==> src/rtl/mmcm_lock_supervisor.sv <==
// MMCM bring-up supervisor: holds the MMCMs in reset, qualifies lock,
// then releases domain resets one at a time, with bounded retries.
module mmcm_lock_supervisor #(
   parameter int NUM_MMCM            = 2,
   parameter int NUM_DOMAINS         = 4,
   parameter int RST_HOLD_CYCLES     = 16,
   parameter int LOCK_STABLE_CYCLES  = 1024,
   parameter int LOCK_TIMEOUT_CYCLES = 1000000,
   parameter int STAGE_GAP_CYCLES    = 8,
   parameter int MAX_RETRIES         = 3
) (
   input  logic                   clkIn,
   input  logic                   rstNIn,
   input  logic [NUM_MMCM-1:0]    lockedIn,
   output logic                   mmcmRstOut,
   output logic [NUM_DOMAINS-1:0] domainRstOut,
   output logic                   allReadyOut,
   output logic                   failOut,
   output logic [1:0]             retryCntOut,
   output logic [7:0]             lossCntOut,
   output logic [2:0]             stateOut
);

   localparam int HW = $clog2(RST_HOLD_CYCLES) + 1;
   localparam int SW = $clog2(LOCK_STABLE_CYCLES) + 1;
   localparam int TW = $clog2(LOCK_TIMEOUT_CYCLES) + 1;
   localparam int GW = $clog2(STAGE_GAP_CYCLES) + 1;
   localparam int RW = $clog2(MAX_RETRIES) + 1;
   localparam int OW = (RW > 2) ? RW : 2;

   localparam logic [HW-1:0] HOLD_LAST = HW'(RST_HOLD_CYCLES - 1);
   localparam logic [SW-1:0] STB_LAST  = SW'(LOCK_STABLE_CYCLES - 1);
   localparam logic [TW-1:0] TMO_LAST  = TW'(LOCK_TIMEOUT_CYCLES - 1);
   localparam logic [GW-1:0] GAP_LAST  = GW'(STAGE_GAP_CYCLES - 1);
   localparam logic [RW-1:0] RETRY_MAX = RW'(MAX_RETRIES);

   typedef enum logic [2:0] {
      S_HOLD    = 3'd0,
      S_WAIT    = 3'd1,
      S_STABLE  = 3'd2,
      S_RELEASE = 3'd3,
      S_RUN     = 3'd4,
      S_FAIL    = 3'd5
   } state_t;

   state_t                state;
   logic [NUM_MMCM-1:0]   sync1;
   logic [NUM_MMCM-1:0]   sync2;
   logic                  lock_ok;
   logic [HW-1:0]         hold_cnt;
   logic [SW-1:0]         stable_cnt;
   logic [TW-1:0]         tmo_cnt;
   logic [GW-1:0]         gap_cnt;
   logic [RW-1:0]         retry_cnt;
   logic [OW-1:0]         retry_wide;

   always_ff @(posedge clkIn or negedge rstNIn) begin
      if (!rstNIn) begin
         sync1 <= '0;
         sync2 <= '0;
      end else begin
         sync1 <= lockedIn;
         sync2 <= sync1;
      end
   end

   assign lock_ok     = &sync2;
   assign stateOut    = state;
   assign retry_wide  = OW'(retry_cnt);
   assign retryCntOut = (retry_wide > OW'(3)) ? 2'd3 : retry_wide[1:0];

   always_ff @(posedge clkIn or negedge rstNIn) begin
      if (!rstNIn) begin
         state        <= S_HOLD;
         mmcmRstOut   <= 1'b1;
         domainRstOut <= '1;
         allReadyOut  <= 1'b0;
         failOut      <= 1'b0;
         lossCntOut   <= '0;
         retry_cnt    <= '0;
         hold_cnt     <= '0;
         stable_cnt   <= '0;
         tmo_cnt      <= '0;
         gap_cnt      <= '0;
      end else begin
         unique case (state)
            S_HOLD: begin
               if (hold_cnt == HOLD_LAST) begin
                  state      <= S_WAIT;
                  mmcmRstOut <= 1'b0;
                  tmo_cnt    <= '0;
               end else begin
                  hold_cnt <= hold_cnt + HW'(1);
               end
            end
            S_WAIT, S_STABLE: begin
               // timeout outranks any lock decision made on the same edge
               if (tmo_cnt == TMO_LAST) begin
                  retry_cnt  <= retry_cnt + RW'(1);
                  stable_cnt <= '0;
                  if (retry_cnt + RW'(1) == RETRY_MAX) begin
                     state   <= S_FAIL;
                     failOut <= 1'b1;
                  end else begin
                     state      <= S_HOLD;
                     mmcmRstOut <= 1'b1;
                     hold_cnt   <= '0;
                  end
               end else begin
                  tmo_cnt <= tmo_cnt + TW'(1);
                  if (state == S_WAIT) begin
                     if (lock_ok) begin
                        state      <= S_STABLE;
                        stable_cnt <= '0;
                     end
                  end else if (!lock_ok) begin
                     state      <= S_WAIT;
                     stable_cnt <= '0;
                  end else if (stable_cnt == STB_LAST) begin
                     state        <= S_RELEASE;
                     stable_cnt   <= '0;
                     gap_cnt      <= '0;
                     domainRstOut <= domainRstOut << 1;
                  end else begin
                     stable_cnt <= stable_cnt + SW'(1);
                  end
               end
            end
            S_RELEASE: begin
               if (!lock_ok) begin
                  state        <= S_HOLD;
                  mmcmRstOut   <= 1'b1;
                  domainRstOut <= '1;
                  hold_cnt     <= '0;
               end else if (domainRstOut == '0) begin
                  state       <= S_RUN;
                  allReadyOut <= 1'b1;
                  retry_cnt   <= '0;
               end else if (gap_cnt == GAP_LAST) begin
                  domainRstOut <= domainRstOut << 1;
                  gap_cnt      <= '0;
               end else begin
                  gap_cnt <= gap_cnt + GW'(1);
               end
            end
            S_RUN: begin
               if (!lock_ok) begin
                  state        <= S_HOLD;
                  mmcmRstOut   <= 1'b1;
                  domainRstOut <= '1;
                  allReadyOut  <= 1'b0;
                  hold_cnt     <= '0;
                  if (lossCntOut != 8'hFF) lossCntOut <= lossCntOut + 8'd1;
               end
            end
            S_FAIL: begin
               mmcmRstOut   <= 1'b0;
               domainRstOut <= '1;
               allReadyOut  <= 1'b0;
               failOut      <= 1'b1;
            end
            default: begin
               state        <= S_HOLD;
               mmcmRstOut   <= 1'b1;
               domainRstOut <= '1;
               allReadyOut  <= 1'b0;
               hold_cnt     <= '0;
            end
         endcase
      end
   end

endmodule
==> config.mk <==
export PLATFORM = sky130hd
export DESIGN_NAME = mmcm_lock_supervisor
export DESIGN_NICKNAME = d
export VERILOG_FILES = /design/src/rtl/mmcm_lock_supervisor.sv
export SDC_FILE = /design/constraint.sdc
export NUM_CORES = 1
export LEC_CHECK = 0
export ABC_AREA = 1
export CAP_MARGIN = 25
export CORE_ASPECT_RATIO = 0.75
export CORE_MARGIN = 2
export CORE_UTILIZATION = 40
export DETAILED_ROUTE_END_ITERATION = 8
export PLACE_DENSITY = 0.57
export SETUP_SLACK_MARGIN = 0.05
export SLEW_MARGIN = 20
export SYNTH_ARGS = -nofsm -noshare
export SYNTH_HDL_FRONTEND = slang
export SYNTH_SLANG_ARGS = --single-unit
==> constraint.sdc <==
create_clock -name clkIn -period 2.3 [get_ports clkIn]
set_input_delay 0.46 -clock clkIn [delete_from_list [all_inputs] [get_ports clkIn]]
set_output_delay 0.46 -clock clkIn [all_outputs]
set_load 0.02 [all_outputs]
Yosys cells after proc, flatten, opt, wreduce, memory -nomap -nowiden
Index checks and enable logic that the tools add are counted.
{"block": "classes", "n_addsub": 6, "n_mul": 0, "div_mod_pow": 0, "n_lt_le_gt_ge": 1, "n_eq_ne": 31, "shifts": 0, "n_mux": 58, "n_bitwise": 4, "n_reduce_logical": 20}
{"operator": "$mux 4", "n": 15}
{"operator": "$mux 11", "n": 5}
{"operator": "$mux 21", "n": 2}
{"operator": "$pmux 21 s2", "n": 1}
{"operator": "$mux 3", "n": 13}
{"operator": "$ne 2x2->1 const B", "n": 14}
{"operator": "$add 21x1->21 const B", "n": 1}
{"operator": "$eq 21x20->1 const B", "n": 1}
{"operator": "$mux 5", "n": 4}
{"operator": "$pmux 5 s4", "n": 1}
{"operator": "$pmux 4 s4", "n": 1}
{"operator": "$pmux 3 s5", "n": 1}
{"operator": "$ne 3x3->1 const B", "n": 4}
{"operator": "$reduce_and 4->1", "n": 3}
{"operator": "$add 11x1->11 const B", "n": 1}
{"operator": "$eq 11x10->1 const B", "n": 1}
{"operator": "$eq 3x2->1 const B", "n": 3}
{"operator": "$mux 1", "n": 9}
{"operator": "$reduce_and 3->1", "n": 3}
{"operator": "$add 8x1->8 const B", "n": 1}
{"operator": "$ne 8x8->1 const B", "n": 1}
{"operator": "$pmux 4 s2", "n": 1}
{"operator": "$reduce_and 8->1", "n": 1}
{"operator": "$reduce_and 7->1", "n": 1}
{"operator": "24 further kinds", "n": 32}
{"block": "totals", "reg_bits": 66, "latchBits": 0, "ramBits": 0, "mem_bits_ro": 0, "input_bits": 4, "out_inout_bits": 20, "word_cells": 133, "mem_count": 0}

Depth between registers and ports, before layout
{"block": "depth", "ltp_word": 6, "mapped_depth": 12, "ltp_nobuf": 12}

Worst setup path after synthesis
No wires, ideal clock.
{"block": "synth_timing", "path_type": "register to register", "from": "register tmo_cnt[0]", "to": "register hold_cnt[2]", "t_arrival_ns": 1.556, "setup_slack_ns": 0.626, "path_stages_with_launch": 9, "n_path_buf": 0, "period_less_slack_ns": 1.674, "cell_sequence": "dfrtp_1 -> ha_1 -> nand3_2 -> nor2_2 -> nand3_4 -> o21ai_2 -> nand3_2 -> nand2_1 -> nand2_1"}
{"block": "synth_between", "elab_chain_len": 3}
{"element": "start: declaration", "line_no": "52", "text": "logic [TW-1:0] tmo_cnt;"}
{"element": "start signal: assignment", "line_no": "110", "text": "tmo_cnt <= tmo_cnt + TW'(1);"}
{"element": "$eq 21x20->1", "line_no": "98", "text": "if (tmo_cnt == TMO_LAST) begin"}
{"element": "$ne 2x2->1 (no line)"}
{"element": "$reduce_and 5->1 (no line)"}
{"element": "end signal: assignment", "line_no": "93", "text": "hold_cnt <= hold_cnt + HW'(1);"}
{"element": "end: declaration", "line_no": "50", "text": "logic [HW-1:0] hold_cnt;"}
No other way between the ends.
A chain may end at the register's enable or synchronous reset.

Worst setup path after layout
{"block": "layout_timing", "from": "register retry_cnt[0]", "to": "output port retryCntOut[1]"}
{"block": "layout_between", "elab_chain_len": 2}
{"element": "start: declaration", "line_no": "54", "text": "logic [RW-1:0] retry_cnt;"}
{"element": "start signal: assignment", "line_no": "99", "text": "retry_cnt <= retry_cnt + RW'(1);"}
{"element": "$gt 3x2->1", "line_no": "70", "text": "assign retryCntOut = (retry_wide > OW'(3)) ? 2'd3 : retry_wide[1:0];"}
{"element": "$mux 2", "line_no": "70"}
{"element": "end: declaration", "line_no": "19", "text": "output logic [1:0] retryCntOut,"}
No other way between the ends.

==> run metrics <==
post-detail-place hpwl=7.43 mm; Slew Viols, Final=0; GR Util met2=27.6%; Final nets=599; CP peak stage delay=0.41 ns; crit path max fanout=4; syn avg cell area=7.34 sq um; Top delay family on crit path=flip-flops; postcts setup bufs=0; fin area=0.00481 sq mm; post-synthesis net count=562; number of warnings issued by yosys=0; PD cells=1110 mW/mm^2; top-area cell type share of the netlist area=37.9%; WL per Instance=13.6 microns; area grow syn2layout=19.4%; number of port buffers=23; LEAKAGE=2.20 nW; met3 Use GR=4.46%; root buf cell=clkbuf_16; fmax=478 MHz; Final setup viols=0; measured slew at the worst slew-check pin=0.593 ns; Worst Hold Class=input pin to asynchronous set/reset pin; GRT overflow=0; worst skew pair latency=0.33 ns; r2r setup slk=0.26 ns; CP arrival=1.63 ns; min cycle time layout=2.09 ns; flops & latches, synth=66; slowest CP cell=dfrtp_1; largest net degree at the start of global routing=34; post-layout util=49.5%; routability cong.=0.859; total power=5.36 mW; Worst Setup EP=retryCntOut[1]; synthesized area=0.00403 sq mm; antenna violations before repair=0; detailed-route wire length=9.85 mm; cell mode on critical path=ha_1; RR Startpoint=tmo_cnt[0]; status=finished clean; CTS max path bufs=2; clock sink count=66; first-pass detailed-route iteration total=5; share of layout cells above drive strength 1=11.0%; vias in the first global route=3424; num rows=31; Netlist cell types=40; Initial Util=41.4%; non-filler instance count after layout=723; n_diodes=0; r2r endpoint=tmo_cnt[19]; Syn Inst Count=549; Worst Setup End Kind=primary output; clock tree from TritonCTS=yes; Final Hold Fails=0; CP Class=flop to primary output; CTS clk-pin slew, worst paths=0.05 ns; Die Y=90.9 microns; first-pass GRT wire length=16.9 mm; TNS Setup=0 ns; DR vias/cell=5.12; met1 usage=29.2%; Worst Setup SP=retry_cnt[0]; IO Pins=24; most used routing layer=met1; placed instance area=0.00446 sq mm; RSZ-0062 raised after global routing=no; post-synth top area cell=dfrtp_1; sequential area share after synthesis=41.1%; Die Wd=120 microns; largest cells by area after synthesis=dfrtp_1 38%, nand2_1 15%, nand3_1 7.8%, nor2_1 5.8%, inv_1 5.7%; Setup Skew=0.00790 ns; WHS=0.138 ns; crit-path cells=ha_1 > ha_1 > o21bai_1 > dlygate4sd2_1; final worst setup slack=0.209 ns; DRC Markers=0; routed via count=3701; CORE AREA=0.00974 sq mm; startpoint types=flop; total of max-cap violations=0; Max-slew headroom=60.5%; worst slack, placed=0.270 ns; die footprint=0.0109 sq mm; drt initial violations=334; CTS H-Tree Depth=3; number of buffers and inverters on the critical path=1; WP depth=4; Tot GR Track Use=19.4%; Antenna Nets Post-Route=0; Critical Path RT=1.84 ns; r2r worst-path depth=8; Final Cycle Share=90.9%; VDD IR max=0.000693 V; total CTS buffers=9; dpl cells=707
sequential cells by signal, summed over array words and instances, names as in the netlist:
register / cells
hold_cnt: 5
sync2: 2
sync1: 2
allReadyOut: 1
failOut: 1
mmcmRstOut: 1
gap_cnt: 4
tmo_cnt: 21
domainRstOut: 4
stable_cnt: 11
stateOut: 3
retry_cnt: 3
lossCntOut: 8
synthesized netlist by cell type, drive strengths merged:
cell type and instances:
inv 66, nand2 167, xor2 10, nand3b 3
o21ai 26, a21oi 9, o21bai 1, dfstp 5
nand4 16, o32ai 1, a21o 2, nand3 66
nor3b 3, ha 9, clkbuf 1, nor4 3
o2111ai 2, nor2 70, buf 4, nor3 12
o22ai 3, o211ai 2, xnor2 4, a31oi 1
dfrtp 61, or2 2
how the worst min path moves through the flow:
stage / start / depth (start not counted) / end / slack, ns
floorplan: rstNIn / 0 / allReadyOut / 0.16
global placement: sync1[1] / 0 / sync2[1] / 0.34
detailed placement: sync1[0] / 0 / sync2[0] / 0.34
CTS: rstNIn / 1 / tmo_cnt[16] / 0.15
global route: rstNIn / 1 / tmo_cnt[7] / 0.18
finish: rstNIn / 1 / tmo_cnt[16] / 0.14
layout by cell type (no fill, tap or decap), drive strengths merged:
cell	count
or2	2
o21ai	26
a21o	2
nand2	167
clkinv	1
o2111ai	2
a21oi	9
a31oi	1
nor3	12
ha	9
nor2	70
dfstp	5
bufinv	3
inv	66
xor2	10
buf	9
clkinvlp	2
nor3b	3
o21bai	1
nand3b	3
o32ai	1
nand4	16
clkdlybuf4s50	21
o22ai	3
xnor2	4
nor4	3
dfrtp	61
clkbuf	10
nand3	66
dlygate4sd2	1
o211ai	2
final cells by class:
cell class                      instances  area [sq um]
Fill cell                             977          4920
Multi-Input combinational cell        412          2090
Sequential cell                        66          1660
Timing Repair Buffer                   31           297
Inverter                               66           248
Clock buffer                           10           239
Tap cell                              132           165
Clock inverter                          6           114
cells by family after synthesis:
| logic type | Yosys count | share of synthesized area (%) |
|---|---|---|
| AND/OR/NAND/NOR | 342 | 38.9 |
| buffers and inverters | 71 | 7.05 |
| flip-flops | 66 | 41.1 |
| AO/OA/AOI/OAI | 47 | 7.11 |
| XOR/XNOR | 14 | 3.04 |
| adder cells (fa/ha/maj) | 9 | 2.79 |
layer usage:
metal	vias up	share of wire, %
met4	0	1.0
met1	1724	52
met3	7	5.8
met5	-	0
met2	104	41
li1	1866	-
worst reg2reg max path: cells and delay by family, from the launching register on:
kind | cells | cell delay [ns]
simple gates | 5 | 0.87
flops | 1 | 0.43
fa+ha+maj | 1 | 0.30
buf+inv | 1 | 0.20
compound gates | 1 | 0.11
report_power, final:
part | total (mW) | internal [mW] | leakage (nW) | switching, mW
Combinational | 2.11 | 0.705 | 1.16 | 1.40
Clock | 1.58 | 1.09 | 0.165 | 0.495
Sequential | 1.67 | 1.42 | 0.872 | 0.241
Total | 5.36 | 3.22 | 2.20 | 2.14
timing repair:
| item | 4_1_cts | 5_1_grt |
|---|---|---|
| pin swaps | 0 | 0 |
| endpoints found under the setup margin | 1 | 1 |
| gates resized for setup | 1 | 1 |
| hold buffers | 0 | 0 |
Note: power is estimated with default switching activity, not from simulation.
